===== src/rtl/pipe_if_stage.sv =====
// Instruction-fetch stage: owns the PC, handshakes with a variable-latency instruction memory
// and presents either a fetched instruction or a NOP bubble to the IF/ID register.
module pipe_if_stage #(
  parameter logic [31:0] RESET_PC = 32'h0000_0000,
  parameter logic [31:0] NOP_INSN = 32'h0000_0000
) (
  input  logic        clock,
  input  logic        resetn,
  input  logic        wpcir,
  input  logic [1:0]  pcsource,
  input  logic [31:0] bpc,
  input  logic [31:0] rpc,
  input  logic [31:0] jpc,
  output logic        imem_req,
  output logic [31:0] imem_addr,
  input  logic        imem_ready,
  input  logic [31:0] imem_rdata,
  output logic [31:0] ins,
  output logic [31:0] pc4,
  output logic [31:0] fetch_count
);

  typedef enum logic [1:0] {StIdle, StWait, StHold, StDrop} state_e;

  state_e      state_q, state_d;
  logic [31:0] pc_q, pc_d;
  logic [31:0] hold_q, hold_d;
  logic [31:0] redir_q, redir_d;
  logic [31:0] count_q, count_d;

  logic [31:0] pc_plus4;
  logic [31:0] npc;
  logic        redirect;
  logic        avail;
  logic [31:0] avail_data;
  logic        deliver;

  assign pc_plus4 = pc_q + 32'd4;

  always_comb begin
    npc = pc_plus4;
    case (pcsource)
      2'b01:   npc = bpc;
      2'b10:   npc = rpc;
      2'b11:   npc = jpc;
      default: npc = pc_plus4;
    endcase
  end

  // A redirect only counts while ID is advancing; otherwise ID re-presents it.
  assign redirect = wpcir && (pcsource != 2'b00);

  always_comb begin
    avail      = 1'b0;
    avail_data = imem_rdata;
    case (state_q)
      StWait: avail = imem_ready;
      StHold: begin
        avail      = 1'b1;
        avail_data = hold_q;
      end
      default: avail = 1'b0;
    endcase
  end

  assign deliver = avail && wpcir;

  always_comb begin
    state_d = state_q;
    pc_d    = pc_q;
    hold_d  = hold_q;
    redir_d = redir_q;
    count_d = count_q;

    if (deliver) begin
      pc_d    = npc;
      count_d = count_q + 32'd1;
    end

    case (state_q)
      StIdle: state_d = StWait;
      StWait: begin
        if (imem_ready) begin
          if (!wpcir) begin
            hold_d  = imem_rdata;
            state_d = StHold;
          end
        end else if (redirect) begin
          // Request address must stay put, so park the target until the memory answers.
          redir_d = npc;
          state_d = StDrop;
        end
      end
      StHold: begin
        if (wpcir) begin
          state_d = StWait;
        end
      end
      StDrop: begin
        if (imem_ready) begin
          pc_d    = redirect ? npc : redir_q;
          state_d = StWait;
        end else if (redirect) begin
          redir_d = npc;
        end
      end
      default: state_d = StIdle;
    endcase
  end

  always_ff @(posedge clock or negedge resetn) begin
    if (!resetn) begin
      state_q <= StIdle;
      pc_q    <= RESET_PC;
      hold_q  <= 32'h0;
      redir_q <= 32'h0;
      count_q <= 32'h0;
    end else begin
      state_q <= state_d;
      pc_q    <= pc_d;
      hold_q  <= hold_d;
      redir_q <= redir_d;
      count_q <= count_d;
    end
  end

  assign imem_req    = (state_q == StWait) || (state_q == StDrop);
  assign imem_addr   = pc_q;
  assign ins         = deliver ? avail_data : NOP_INSN;
  assign pc4         = pc_plus4;
  assign fetch_count = count_q;

  addr_stable_a: assert property (@(posedge clock) disable iff (!resetn)
    (imem_req && !imem_ready) |=> (imem_req && $stable(imem_addr)));

endmodule


===== config.mk =====
export PLATFORM = sky130hd
export DESIGN_NAME = pipe_if_stage
export DESIGN_NICKNAME = d
export VERILOG_FILES = /design/src/rtl/pipe_if_stage.sv
export SDC_FILE = /design/constraint.sdc
export NUM_CORES = 1
export LEC_CHECK = 0
export ABC_CLOCK_PERIOD_IN_PS = 2300
export BUFFER_PORTS_ARGS = -buffer_cell sky130_fd_sc_hd__buf_2
export CORE_UTILIZATION = 47
export DETAILED_ROUTE_END_ITERATION = 8
export PLACE_DENSITY = 0.78
export RECOVER_POWER = 25
export SLEW_MARGIN = 20
export SYNTH_ARGS = -nofsm -noshare
export SYNTH_HDL_FRONTEND = slang
export SYNTH_SLANG_ARGS = --single-unit

===== constraint.sdc =====
create_clock -name clock -period 2.3 [get_ports clock]
set_input_delay 0.46 -clock clock [delete_from_list [all_inputs] [get_ports clock]]
set_output_delay 0.46 -clock clock [all_outputs]
set_load 0.05 [all_outputs]

==> metrics.yaml <==
global_route:
  grt-ovfl-total: 0
  antenna_found_initial: 4
  grt_pass1_vias: 8269
  track_usage_pct: 31.5
  grt_max_degree: 55
  grt_pass1_wl_um: 43000
placed_design:
  place_area_um2: 10700
  post-dp-hpwl_um: 18000
  dp.cells: 1372
  dp_slack_ns: -0.0867
  gp_congestion: 0.924
  io_buffers: 262
flow_run:
  drv_cap: 0
timing:
  worst_slack_ns: -0.460
  worst_pin_slew_ns: 0.753
  layout_min_cycle_time_ns: 2.76
  max_slew_margin_pct: 49.8
  fin_tns_setup_ns: -10.32
  slew_viol_final: 0
  setup_viol: 53
  timing.hold.ws_ns: 0.279
  period_share_pct: 120
  hold_violations: 0
  rsz0062_at_grt: "true"
  fin_skew_ns: 0.00741
  fmax_mhz: 362
routing:
  drtIter0Drc: 505
  vias_per_cell: 5.79
  first_pass_iters: 7
  detail_route.wl_per_cell_um: 19.2
  drtAntennaViolNets: 0
  via_count: 8386
  wl_um: 27900
  drc_errors: 0
worst_setup_path:
  critPathLaunch: "imem_addr[7]$_DFF_PN0_"
  cp-end-kind: "output port"
  required_ns: 1.84
  cp-start-kind: "flip-flop"
  r2r_slack_ns: 0.04
  cp-endpoint: "pc4[27]"
  reg2regPathDepth: 7
  reg2reg_to: "imem_addr[29]$_DFF_PN0_"
  timing.rr.start: "imem_addr[7]$_DFF_PN0_"
  crit_fanout: 5
  crit_arrival_ns: 2.30
  path_class: "reg2out"
cts:
  cts_max_path_buffers: 2
  cts_tree: "built"
  clockRootBuffer: "clkbuf_16"
  worst_skew_pair.late_latency_ns: 0.43
  cts.clk_slew.worst_paths_ns: 0.06
  numClockSinks: 130
  cts_buffers: 17
  htreeDepth: 4
final_layout:
  final_cell_area_um2: 12500
  final_cells: 1449
  syn_to_final_growth_pct: 56.0
  fin_util_pct: 75.3
  drive_above_1_share_pct: 51.1
  nets: 1352
synthesis:
  netlist_top_cells_area: "dfrtp_1 (41%), mux2_2 (7.9%), mux2i_1 (7.4%), nor2_1 (4.5%), nand2_1 (4.4%)"
  yosysSeqAreaShare_pct: 40.7
  synth_cells: 868
  syn_area_um2: 8000
  synthFlopType: "dfrtp_1"
  synth_nets: 1007
  yosys_warnings: 0
  yosysTopAreaCell: "dfrtp_1"
  yosysMostFrequentCell: "dfrtp_1"
  ys_types: 57
  synth_enable_flop_cells: 0
  yosysTopAreaCellShare_pct: 40.7
  synth_common_cells: "dfrtp_1 (130), nor2_1 (96), nand2_1 (93), mux2i_1 (59), mux2_2 (56)"
  async_reset_ff_share_pct: 100
  synth_seq_cells: 130
  postSynthAreaPerCell_um2: 9.22
pwr:
  irDropWorstVdd_mv: 0.933
  cellPowerDensity_nw_per_um2: 1290
  power.leakage_nw: 5.73
  finalPower_mw: 16.1
run_status:
  violations: "negative setup slack"
  status: "finished with violations"
floorplanning:
  core_area_um2: 16600
  rows: 47
  start_util_pct: 48.2
  io_pins: 263
  fp.dieW_um: 132
  fp.dieH_um: 132
  die-area_um2: 17500
min_path:
  hold_path.class: "in2reg"
-- cell families (layout without fill, tap and decap cells) --
logic type | after synthesis | in the layout | synth area share (%)
flip-flops | 130 | 130 | 40.7
AND/OR/NAND/NOR | 301 | 302 | 18.2
multiplexers | 115 | 115 | 15.3
adder cells (fa/ha/maj) | 5 | 5 | 0.782
AO/OA/AOI/OAI | 190 | 190 | 15.4
XOR/XNOR | 52 | 52 | 5.69
buffers and inverters | 75 | 432 | 4.03
other | 0 | 3 | 0
-- worst max-delay path, cell delays in order (launching register included) --
cell     delay, ns
dfrtp_2       0.35
nand4_1       0.18
or4b_4        0.66
nor4_4        0.16
buf_4         0.19
xor2_4        0.16
buf_8         0.17
-- routing by layer --
metal | up-vias | wire [um] | track usage [%]
met4 | 2 | 1240 | 15.3
met2 | 408 | 13800 | 52.8
li1 | 3817 | - | -
met5 | - | 16 | 0
met3 | 100 | 1790 | 6.13
met1 | 4059 | 11000 | 39.0
-- where the power goes --
group	internal, mW	leakage (nW)	switching, mW
Sequential	3.23	1.58	0.726
Combinational	3.55	3.85	5.83
Clock	1.66	0.295	1.13
-- sequential cells by signal, indices dropped and copies added (netlist names) --
name         count
redir_q         32
hold_q          32
state_q          2
imem_addr       32
fetch_count     32
-- area by class of cell --
class                           instances  area (um2)
Antenna cell                            3        7.51
Tap cell                              220         275
Timing Repair Buffer                  387        2900
Fill cell                            1085        4100
Multi-Input combinational cell        664        5360
Inverter                               13        48.8
Clock inverter                         14         166
Sequential cell                       130        3290
Clock buffer                           18         439
-- worst min-delay path by stage --
stage / cells after the start / slack [ns] / startpoint / to
2_1_floorplan: 0 / 0.16 / resetn / fetch_count[0]$_DFFE_PN0P_
3_3_place_gp: 1 / 0.36 / resetn / hold_q[8]$_DFFE_PN0P_
3_5_place_dp: 1 / 0.36 / resetn / hold_q[8]$_DFFE_PN0P_
4_1_cts: 2 / 0.27 / imem_rdata[21] / hold_q[21]$_DFFE_PN0P_
5_1_grt: 2 / 0.28 / imem_rdata[30] / hold_q[30]$_DFFE_PN0P_
6_report: 2 / 0.28 / imem_rdata[11] / hold_q[11]$_DFFE_PN0P_
-- cells in the final DEF (no fill, tap or decap), drive strengths merged, types with 26 or more instances in the layout --
cell type,n
buf,383
dfrtp,130
nor2,96
nand2,93
mux2i,59
mux2,56
o21ai,49
a21oi,41
xnor2,32
nand3,26
-- timing repair --
item / in CTS / in global routing
hold buffers: 1 / 0
endpoints found under the hold margin: 28 / 0
pin swaps: 38 / 28
buffers inserted: 28 / 19
gates cloned: 4 / 0
resized for setup: 175 / 54
setup endpoints to repair: 59 / 74
Power figures use the tool's default switching activity.
